**src/rtl/textbuf_ctrl_pkg.sv**
```systemverilog
// Shared constants, parser state encoding and byte classifiers for the
// text buffer controller and its storage array.
package textbuf_ctrl_pkg;

    localparam int ADDR_W = 3;

    localparam logic [7:0] CHR_CR    = 8'h0D;
    localparam logic [7:0] CHR_FF    = 8'h0C;
    localparam logic [7:0] CHR_ESC   = 8'h1B;
    localparam logic [7:0] CHR_RND   = 8'h72;
    localparam logic [7:0] BLANK_CHR = 8'h20;

    typedef enum logic [1:0] {
        S_IDLE  = 2'd0,
        S_ESC   = 2'd1,
        S_CLEAR = 2'd2
    } parse_state_t;

    // Printable ASCII range that lands in the buffer as a character.
    function automatic logic is_printable(input logic [7:0] b);
        return (b >= 8'h20) && (b <= 8'h7E);
    endfunction

    // ESC argument '0'..'?' selects a fixed colour from the low nibble.
    function automatic logic is_color_cmd(input logic [7:0] b);
        return b[7:4] == 4'h3;
    endfunction

endpackage

```
**src/rtl/textbuf_mem.sv**
```systemverilog
// Character/colour register array: one write port, one registered read
// port, every entry reset to the blank character with colour 0.
module textbuf_mem
    import textbuf_ctrl_pkg::*;
#(
    parameter int         DEPTH   = 8,
    parameter int         COLOR_W = 4,
    parameter logic [7:0] BLANK   = BLANK_CHR
) (
    input  logic               clk20,
    input  logic               reset,
    input  logic               wr_en,
    input  logic [ADDR_W-1:0]  wr_addr,
    input  logic [7:0]         wr_char,
    input  logic [COLOR_W-1:0] wr_color,
    input  logic               rd_req,
    input  logic [ADDR_W-1:0]  rd_addr,
    output logic               rd_ack,
    output logic [7:0]         rd_char,
    output logic [COLOR_W-1:0] rd_color
);

    localparam logic [ADDR_W:0] DEPTH_L = (ADDR_W + 1)'(DEPTH);

    logic [7:0]         char_mem  [DEPTH];
    logic [COLOR_W-1:0] color_mem [DEPTH];

    logic wr_in_range;
    logic rd_in_range;

    assign wr_in_range = {1'b0, wr_addr} < DEPTH_L;
    assign rd_in_range = {1'b0, rd_addr} < DEPTH_L;

    // Storage array: blank on reset, single write port otherwise.
    always_ff @(posedge clk20 or posedge reset) begin
        if (reset) begin
            for (int i = 0; i < DEPTH; i++) begin
                char_mem[i]  <= BLANK;
                color_mem[i] <= '0;
            end
        end else if (wr_en && wr_in_range) begin
            char_mem[wr_addr]  <= wr_char;
            color_mem[wr_addr] <= wr_color;
        end
    end

    // Registered read port; out-of-range addresses read as a blank cell.
    always_ff @(posedge clk20 or posedge reset) begin
        if (reset) begin
            rd_ack   <= 1'b0;
            rd_char  <= BLANK;
            rd_color <= '0;
        end else begin
            rd_ack <= rd_req;
            if (rd_req) begin
                if (rd_in_range) begin
                    rd_char  <= char_mem[rd_addr];
                    rd_color <= color_mem[rd_addr];
                end else begin
                    rd_char  <= BLANK;
                    rd_color <= '0;
                end
            end
        end
    end

endmodule

```
**src/rtl/textbuf_ctrl.sv**
```systemverilog
// Text buffer controller: parses the UART byte stream into buffer
// operations and slots the resulting writes around refresh reads and
// the refresh frame lock, so a frame never shows half-updated text.
module textbuf_ctrl
    import textbuf_ctrl_pkg::*;
#(
    parameter int         MAX_CHARS = 8,
    parameter int         NUM_CHARS = 4,
    parameter int         COLOR_W   = 4,
    parameter logic [7:0] BLANK     = BLANK_CHR
) (
    input  logic               clk20,
    input  logic               reset,
    input  logic [7:0]         rx_data,
    input  logic               rx_valid,
    output logic               rx_ready,
    input  logic [COLOR_W-1:0] rnd_color,
    input  logic               frame_lock,
    input  logic               rd_req,
    input  logic [2:0]         rd_addr,
    output logic               rd_ack,
    output logic [7:0]         rd_char,
    output logic [COLOR_W-1:0] rd_color,
    output logic [2:0]         cursor,
    output logic               busy
);

    localparam logic [ADDR_W-1:0] CUR_LAST = ADDR_W'(NUM_CHARS - 1);
    localparam logic [ADDR_W-1:0] CLR_LAST = ADDR_W'(MAX_CHARS - 1);

    parse_state_t        state_q, state_d;
    logic                pend_valid_q, pend_valid_d;
    logic [ADDR_W-1:0]   pend_addr_q, pend_addr_d;
    logic [7:0]          pend_char_q, pend_char_d;
    logic [COLOR_W-1:0]  pend_color_q, pend_color_d;
    logic [ADDR_W-1:0]   cursor_q, cursor_d;
    logic                fixed_mode_q, fixed_mode_d;
    logic [COLOR_W-1:0]  fixed_color_q, fixed_color_d;
    logic [ADDR_W-1:0]   clr_idx_q, clr_idx_d;
    logic                run_q;

    logic                accept;
    logic                commit_ok;
    logic                wr_en;
    logic [ADDR_W-1:0]   wr_addr;
    logic [7:0]          wr_char;
    logic [COLOR_W-1:0]  wr_color;

    // run_q keeps rx_ready low while reset is held and for the release cycle.
    assign rx_ready  = run_q && !pend_valid_q && !frame_lock &&
                       ((state_q == S_IDLE) || (state_q == S_ESC));
    assign accept    = rx_valid && rx_ready;
    assign commit_ok = !rd_req && !frame_lock;
    assign busy      = pend_valid_q || (state_q == S_CLEAR);
    assign cursor    = cursor_q;

    // Parser, cursor and write-slot registers.
    always_ff @(posedge clk20 or posedge reset) begin
        if (reset) begin
            state_q       <= S_IDLE;
            pend_valid_q  <= 1'b0;
            pend_addr_q   <= '0;
            pend_char_q   <= BLANK;
            pend_color_q  <= '0;
            cursor_q      <= '0;
            fixed_mode_q  <= 1'b0;
            fixed_color_q <= '0;
            clr_idx_q     <= '0;
            run_q         <= 1'b0;
        end else begin
            state_q       <= state_d;
            pend_valid_q  <= pend_valid_d;
            pend_addr_q   <= pend_addr_d;
            pend_char_q   <= pend_char_d;
            pend_color_q  <= pend_color_d;
            cursor_q      <= cursor_d;
            fixed_mode_q  <= fixed_mode_d;
            fixed_color_q <= fixed_color_d;
            clr_idx_q     <= clr_idx_d;
            run_q         <= 1'b1;
        end
    end

    // Byte decode, clear sequencing and commit of the pending write.
    always_comb begin
        state_d       = state_q;
        pend_valid_d  = pend_valid_q;
        pend_addr_d   = pend_addr_q;
        pend_char_d   = pend_char_q;
        pend_color_d  = pend_color_q;
        cursor_d      = cursor_q;
        fixed_mode_d  = fixed_mode_q;
        fixed_color_d = fixed_color_q;
        clr_idx_d     = clr_idx_q;
        wr_en         = 1'b0;
        wr_addr       = pend_addr_q;
        wr_char       = pend_char_q;
        wr_color      = pend_color_q;

        case (state_q)
            S_IDLE: begin
                if (accept) begin
                    if (is_printable(rx_data)) begin
                        pend_valid_d = 1'b1;
                        pend_addr_d  = cursor_q;
                        pend_char_d  = rx_data;
                        pend_color_d = fixed_mode_q ? fixed_color_q : rnd_color;
                    end else if (rx_data == CHR_CR) begin
                        cursor_d = '0;
                    end else if (rx_data == CHR_FF) begin
                        state_d   = S_CLEAR;
                        clr_idx_d = '0;
                    end else if (rx_data == CHR_ESC) begin
                        state_d = S_ESC;
                    end
                end
            end
            S_ESC: begin
                if (accept) begin
                    if (is_color_cmd(rx_data)) begin
                        fixed_mode_d  = 1'b1;
                        fixed_color_d = COLOR_W'(rx_data[3:0]);
                    end else if (rx_data == CHR_RND) begin
                        fixed_mode_d = 1'b0;
                    end
                    state_d = S_IDLE;
                end
            end
            S_CLEAR: begin
                if (commit_ok) begin
                    wr_en    = 1'b1;
                    wr_addr  = clr_idx_q;
                    wr_char  = BLANK;
                    wr_color = '0;
                    if (clr_idx_q == CLR_LAST) begin
                        clr_idx_d = '0;
                        cursor_d  = '0;
                        state_d   = S_IDLE;
                    end else begin
                        clr_idx_d = clr_idx_q + 1'b1;
                    end
                end
            end
            default: begin
                state_d = S_IDLE;
            end
        endcase

        // A pending write can only exist in S_IDLE with no byte being accepted.
        if (pend_valid_q && commit_ok) begin
            wr_en        = 1'b1;
            wr_addr      = pend_addr_q;
            wr_char      = pend_char_q;
            wr_color     = pend_color_q;
            pend_valid_d = 1'b0;
            cursor_d     = (cursor_q == CUR_LAST) ? '0 : cursor_q + 1'b1;
        end
    end

    textbuf_mem #(
        .DEPTH   (MAX_CHARS),
        .COLOR_W (COLOR_W),
        .BLANK   (BLANK)
    ) u_mem (
        .clk20    (clk20),
        .reset    (reset),
        .wr_en    (wr_en),
        .wr_addr  (wr_addr),
        .wr_char  (wr_char),
        .wr_color (wr_color),
        .rd_req   (rd_req),
        .rd_addr  (rd_addr),
        .rd_ack   (rd_ack),
        .rd_char  (rd_char),
        .rd_color (rd_color)
    );

endmodule

```
**config.mk**
```make
export PLATFORM = sky130hd
export DESIGN_NAME = textbuf_ctrl
export DESIGN_NICKNAME = d
export VERILOG_FILES = /design/src/rtl/textbuf_ctrl_pkg.sv /design/src/rtl/textbuf_mem.sv /design/src/rtl/textbuf_ctrl.sv
export SDC_FILE = /design/constraint.sdc
export NUM_CORES = 1
export LEC_CHECK = 0
export ABC_AREA = 0
export CAP_MARGIN = 0
export CORE_MARGIN = 5
export CORE_UTILIZATION = 50
export CTS_CLUSTER_DIAMETER = 150
export DETAILED_ROUTE_END_ITERATION = 6
export MAX_ROUTING_LAYER = met4
export PLACE_DENSITY = 0.67
export SYNTH_ARGS = -nofsm -noshare
export SYNTH_HDL_FRONTEND = slang
export SYNTH_HIERARCHICAL = 1
export SYNTH_SLANG_ARGS = --single-unit
```
**constraint.sdc**
```tcl
create_clock -name clk20 -period 4.2 [get_ports clk20]
set_clock_uncertainty 0.2 [all_clocks]
set_input_delay 0.84 -clock clk20 [delete_from_list [all_inputs] [get_ports clk20]]
set_output_delay 0.84 -clock clk20 [all_outputs]
set_load 0.01 [all_outputs]
```
# Word level (Yosys, flattened, before mapping)
# Index checks and enable logic that the tools add are counted.
[totals] register_bits=139 inputBits=20 output_inout_bits=18 word_cells=142
[classes] addsub=2 order_cmp=5 eq_ne=22 mux=55 n_bitwise=2 n_reduce_logical=27
[ops] cell="64-bit bitwise mux" count=1
[ops] cell="3-bit two-way mux" count=16
[ops] cell="8-bit two-way mux" count=6
[ops] cell="32-bit bitwise mux" count=1
[ops] cell="4-bit two-way mux" count=7
[ops] cell="8-bit binary-select mux with 3-bit select" count=1
[ops] cell="8-bit demux with 3-bit select" count=1
[ops] cell="8-bit by 4-bit equality test with 1-bit output (second input constant)" count=2
[ops] cell="2-bit two-way mux" count=8
[ops] cell="4-bit binary-select mux with 3-bit select" count=1
[ops] cell="4-bit demux with 3-bit select" count=1
[ops] cell="3-bit one-hot mux with 2 select lines" count=2
[ops] cell="3-bit AND reduction" count=4
[ops] cell="6-bit AND reduction" count=2
[ops] cell="2-bit != test (second input constant)" count=5
[ops] cell="2-bit nonzero test" count=5
[ops] cell="1-bit two-way mux" count=9
[ops] cell="3-bit by 1-bit != test with 1-bit output (second input constant)" count=3
[ops] cell="3-bit by 2-bit != test with 1-bit output (second input constant)" count=3
[ops] cell="8-bit by 5-bit equality test with 1-bit output (second input constant)" count=1
[ops] cell="8-bit by 7-bit equality test with 1-bit output (second input constant)" count=1
[ops] cell="4-bit greater-or-equal comparator (second input constant)" count=2
[ops] cell="8-bit by 6-bit greater-or-equal comparator with 1-bit output (second input constant)" count=1
[ops] cell="8-bit by 7-bit less-or-equal comparator with 1-bit output (second input constant)" count=1
[ops] cell="16 further kinds" count=29

# Longest topological paths before layout
[depth] depth_word=11 ltp_mapped=8 ltp_nobuf=7

# Hierarchy
# The synthesis kept the hierarchy.
[modules_own_cells] module="textbuf_mem" instances=1 cells_each=349 area_each_um2=4934.7 seq_area_each_um2=2738.9
[modules_own_cells] module="textbuf_ctrl" instances=1 cells_each=129 area_each_um2=1570.3 seq_area_each_um2=752.0

# Least setup slack after synthesis
# Ideal clock, no wire load.
[synth_timing] path_kind="input to register" start="in frame_lock" end="reg u_mem/char_mem[40] in the netlist's numbering" setup_time_ps=125 arrival_time_ps=3031 required_time_ps=3875 path_slack_ps=844 path_stages=7 path_buffers=1 cell_sequence="or2_2 nor3_1 mux2_2 nand2b_1 nor3b_2 buf_4 mux2_2"
[synth_between] elab_chain_len=11 word_cells_on_any_way=19 classes_between="order compare (2); mux (12); bitwise (1); reduce/logical (4)"
[synth_rtl] item="from (decl)" line="textbuf_ctrl.sv:18" source="input logic frame_lock,"
[synth_rtl] item="1-bit logical NOT *" line="textbuf_ctrl.sv:53" source="assign commit_ok = !rd_req && !frame_lock;"
[synth_rtl] item="1-bit logical AND *" line="textbuf_ctrl.sv:53"
[synth_rtl] item="3-bit two-way mux" line="textbuf_ctrl.sv:130" source="if (commit_ok) begin"
[synth_rtl] item="3-bit two-way mux" line="textbuf_ctrl.sv:100" source="case (state_q)"
[synth_rtl] item="3-bit two-way mux *" line="textbuf_ctrl.sv:150" source="if (pend_valid_q && commit_ok) begin"
[synth_rtl] item="via wr_addr[0]" line="textbuf_ctrl.sv:45" source="logic [ADDR_W-1:0] wr_addr;"
[synth_rtl] item="3-bit inverter with 4-bit output (implied by the code) *" line="textbuf_mem.sv:42" source="char_mem[wr_addr] <= wr_char;"
[synth_rtl] item="4-bit greater-or-equal comparator (implied by the code) or 4-bit by 1-bit less-than comparator with 1-bit output (tied branches)" line="textbuf_mem.sv:42"
[synth_rtl] item="1-bit logical AND (implied by the code)" line="textbuf_mem.sv:42"
[synth_rtl] item="8-bit two-way mux (implied by the code)" line="textbuf_mem.sv:42"
[synth_rtl] item="8-bit demux with 3-bit select *" line="textbuf_mem.sv:42"
[synth_rtl] item="64-bit bitwise mux *" line="textbuf_mem.sv:42"
[synth_rtl] item="to (signal, indexed assignment)" line="textbuf_mem.sv:42"
[synth_rtl] item="to (decl)" line="textbuf_mem.sv:25" source="logic [7:0] char_mem [DEPTH];"
# Mark *: on every way through the listed nets, which the timed path passes. The rest lies on a longest branch.
# A chain may end at the register's enable or synchronous reset.

# Worst setup path in the final report
[layout_timing] start="in frame_lock" end="reg u_mem/color_mem[20] in the netlist's numbering"
[layout_between] elab_chain_len=11 word_cells_on_any_way=19 classes_between="order compare (2); mux (12); bitwise (1); reduce/logical (4)"
[layout_rtl] item="1-bit logical NOT *" line="textbuf_ctrl.sv:53"
[layout_rtl] item="1-bit logical AND *" line="textbuf_ctrl.sv:53"
[layout_rtl] item="3-bit two-way mux" line="textbuf_ctrl.sv:130"
[layout_rtl] item="3-bit two-way mux" line="textbuf_ctrl.sv:100"
[layout_rtl] item="3-bit two-way mux *" line="textbuf_ctrl.sv:150"
[layout_rtl] item="via wr_addr[0]" line="textbuf_ctrl.sv:45"
[layout_rtl] item="3-bit inverter with 4-bit output (implied by the code) *" line="textbuf_mem.sv:43" source="color_mem[wr_addr] <= wr_color;"
[layout_rtl] item="4-bit greater-or-equal comparator (implied by the code) or 4-bit by 1-bit less-than comparator with 1-bit output (tied branches)" line="textbuf_mem.sv:43"
[layout_rtl] item="1-bit logical AND (implied by the code)" line="textbuf_mem.sv:43"
[layout_rtl] item="4-bit two-way mux (implied by the code)" line="textbuf_mem.sv:43"
[layout_rtl] item="4-bit demux with 3-bit select *" line="textbuf_mem.sv:43"
[layout_rtl] item="32-bit bitwise mux *" line="textbuf_mem.sv:43"
[layout_rtl] item="to (signal, indexed assignment)" line="textbuf_mem.sv:43"
[layout_rtl] item="to (decl)" line="textbuf_mem.sv:26" source="logic [COLOR_W-1:0] color_mem [DEPTH];"
# Marks and branches as above.

==> reports/results.env <==
FINAL.HOLD.WORST_SLACK_NS=0.295
POST-PLACE-CELLS=683
CLK_PIN_SLEW_NS=0.05
DESIGN.CORE.AREA_MM2=0.0127
VIA_COUNT=4047
FINAL_ANTENNA_NET_COUNT=0
TIMING.SETUP.TNS_NS=0
TIMING.CRITICAL_PATH.SLOWEST_STAGE_CELL='clkdlybuf4s50_1'
GRT_FIRST_PASS_WIRELENGTH_MM=22.6
CRIT_PATH_END_KIND='register'
INSTANCES_NO_FILL=715
INITIAL_ANTENNA_VIOLATION_COUNT=0
RUN_STATUS='finished, final reports clean'
TIMING_MAX_TRANSITION_VIOLATIONS_FINAL=0
PIN_COUNT=38
POST_CTS_RESIZED=0
PLACE.PORT_BUFFERS=37
CTS_BUFFER_DEPTH=2
GRT_SETUP_UNREPAIRED='false'
ARR_TIME_CRIT_PATH_NS=3.56
SYNTH-SEQ-AREA-SHARE_PCT=53.7
FIN_UTIL_PCT=61.1
CELLPOWERDENSITY_mW_PER_MM2=484
FINALWORSTPATHREQUIREDPERIOD_NS=3.46
GLOBAL_ROUTE_MET3_USAGE_PCT=3.68
YOSYSMOSTFREQUENTCELL='dfrtp_1'
SYNTHARSTFLOPSHARE_PCT=100
PLACEMENT.SETUP.WORST_SLACK_NS=0.333
HOLD_PATH_CLASS='register to register'
WORSTSETUPSTARTPOINTTYPE='input pin'
GLOBAL_ROUTE.OVERFLOW_TOTAL=0
N_ANTENNA_CELL=0
SYNTH-EDFF-COUNT=0
START_UTIL_PCT=51.3
ROWS=41
LARGEST_NET_DEGREE_AT_THE_START_OF_GLOBAL_ROUTING=66
GPL_CONGESTION=0.839
SYNTH_CELL_TYPE_COUNT=46
CLOCKROOTBUFFER='clkbuf_16'
FINAL.SETUP.WORST_SLACK_NS=0.738
SW_FRAC_OF_TOTAL_PCT=24.4
LEAKAGE_nW=3.72
SYNTHESIS_WARNING_TOTAL=6
CELLINTERNALPOWER_mW=2.83
SWITCHING_POWER_OF_THE_NETS_mW=0.915
POST_ROUTE_CELLS_DRIVE_ABOVE_1_SHARE_PCT=36.8
MAX_CAP_VIOL_COUNT=0
SETUP_VIOLATIONS=0
CLK_LATENCY_NS=0.42
AREA_GROWTH_PCT=19.0
CTS-HTREE-LEVELS=4
CRITICAL_PATH.MAX_STAGE_DELAY_NS=0.49
POWER_FRAC_COMB_PCT=15.6
CRIT_PATH_CELL_TRACE='clkdlybuf4s50_1, or2_2, nor3_1, mux2_2, nand2b_1, nor3b_2, buf_4, mux2_2'
POST_CTS_BUFFERS=0
GRTUSAGEMET1_PCT=27.9
HPWL_MM=9.15
HOLD_VIOL=0
POST_SYNTHESIS_CELL_AREA_MM2=0.00650
SYNTHESIS.NETS=501
CP.REQUIRED_NS=4.30
GRT-BUSIEST-LAYER='met2'
GRTUSAGETOTAL_PCT=20.2
SHARE_OF_TOTAL_POWER_IN_THE_CLOCK_NETWORK_PCT=41.0
NETLIST.AREA_LEADER.SHARE_PCT=49.6
NNETSFINAL=553
IR_WORST_VDD_mV=0.301
SYN_INST=478
WORST-SETUP-PATH-TYPE='input pin to register'
SYNTH.TOP_CELLS.BY_COUNT='dfrtp_1, mux2_2, mux2i_1, nor2b_1, nand3_1'
DETAIL_ROUTE.DRC_VIOLATIONS=0
PATH_MAX_FANOUT=12
GRTUSAGEMET2_PCT=30.4
SYNTH_TOP_FLOP_CELL='dfrtp_1'
WORST_SLEW_PIN_SLEW_NS=1.16
SYNTH_AREA_PER_CELL_UM2=13.6
CRITPATHMOSTFREQUENTCELL='mux2_2'
WL_PER_CELL_UM=19.4
DETAILEDROUTE.FIRSTPASSITERATIONCOUNT=4
TIMING.FMAX_GHz=0.289
SHARE_SEQ_OF_TOTAL_POWER_PCT=43.5
DOMINANT_CELL_TYPE_BY_AREA_AFTER_SYNTHESIS='dfrtp_1'
ITERATION_0_DRC_MARKERS=194
FIN_CRIT_SH_PCT=82.4
TRITONCTS='done'
DIE_AREA_MM2=0.0154
VIAS_IN_THE_FIRST_GLOBAL_ROUTE=4111
CTS_INSERTED_BUFFERS=17
CLKSINKCOUNT=139
DIE_WIDTH_UM=124
DIE_Y_UM=124
SYNTH-SEQ-CELLS=139
SYNTH_TOP_CELLS_BY_AREA='dfrtp_1, mux2_2, mux2i_1, dfstp_2, nor2b_1'
ROUTED_WL_MM=13.9
HOLD_BUFFERS=0
VIASPERCELL=5.66
WORST_SLEW_MARGIN_REL_PCT=22.4
cells in the final DEF (no fill, tap or decap), types with 3 or more instances in the layout:
cell type        count
dfrtp_1            129
mux2_2             123
mux2i_1             38
nor2b_1             37
clkdlybuf4s50_1     36
buf_4               18
clkbuf_16           17
nand3_1             14
a41o_1              13
a211o_1             12
a22oi_1             12
dfstp_2             10
nand2_1              6
nor2_1               5
nand4b_1             5
inv_1                5
clkbuf_8             5
clkinv_2             4
nand4_1              3
or2_2                3
o32ai_1              3
o21ai_0              3
nand2b_1             3
ha_1                 3
clkbuf_1             3
bufinv_16            3
power by group through the flow:
stage               logic [mW]  clock network [mW]  registers [mW]
floorplan                0.390                   0            1.63
global placement         0.573                   0            1.64
detailed placement       0.589                   0            1.65
CTS                      0.592                1.56            1.63
global route             0.639                1.61            1.65
finish                   0.584                1.54            1.63
through the flow:
| stage | instance area, um^2 | power (mW) |
|---|---|---|
| final | 7740 | 3.75 |
| after global routing | 7740 | 3.90 |
| after CTS | 7740 | 3.78 |
| after detailed placement | 7130 | 2.24 |
| after global placement | 7130 | 2.21 |
| after floorplan | 6500 | 2.02 |
cell families (layout without fill, tap and decap cells):
group	Yosys count	count (layout)	share of synthesized area, %
AND/OR/NAND/NOR	96	96	9.85
multiplexers	161	161	27.1
adder cells (fa/ha/maj)	3	3	0.577
other	1	1	0.0576
AO/OA/AOI/OAI	48	48	6.19
flip-flops	139	139	53.7
buffers and inverters	30	95	2.52
final timing paths:
check                           depth (start not counted)                  startpoint                         endpoint  slack (ns)
worst max-delay path                                    8                  frame_lock  u_mem/color_mem[20]$_DFFE_PP0P_        0.74
worst min-delay path                                    1  pend_char_q[7]$_DFFE_PP0P_       pend_char_q[7]$_DFFE_PP0P_        0.29
worst max register to register                          8      state_q[0]$_DFFE_PP0P_  u_mem/color_mem[20]$_DFFE_PP0P_        1.32
worst min register to register                          1  pend_char_q[7]$_DFFE_PP0P_       pend_char_q[7]$_DFFE_PP0P_        0.29
max in group asynchronous                               2                       reset     fixed_color_q[2]$_DFFE_PP0P_        2.17
min in group asynchronous                               2                       reset   u_mem/color_mem[6]$_DFFE_PP0P_        0.77
flip-flops by register name, summed over array words and instances, names as in the netlist:
name / count
state_q: 2
u_mem/color_mem: 32
fixed_color_q: 4
pend_addr_q: 3
pend_valid_q: 1
run_q: 1
u_mem/rd_color: 4
u_mem/rd_ack: 1
pend_color_q: 4
u_mem/rd_char: 8
clr_idx_q: 3
fixed_mode_q: 1
cursor: 3
pend_char_q: 8
u_mem/char_mem: 64
layout make-up:
class                   instances  area [um^2]
clock inverters                 7          110
multi-input cells             309         2860
inverters                       6         25.0
clock buffers                  25          505
flip-flops and latches        139         3490
repair buffers                 57          541
well taps                     172          215
fillers                      1002         4930
worst max-delay path, delay by kind of cell:
family	cells	cell delay (ns)
muxes	2	0.81
buffers and inverters	2	0.73
and+or+nand+nor	4	1.19
metal layers:
metal,wire (um),vias up
met5,0,-
met2,6590,61
met1,6700,2094
met3,385,18
li1,-,1874
met4,209,0
Power figures use the tool's default switching activity.
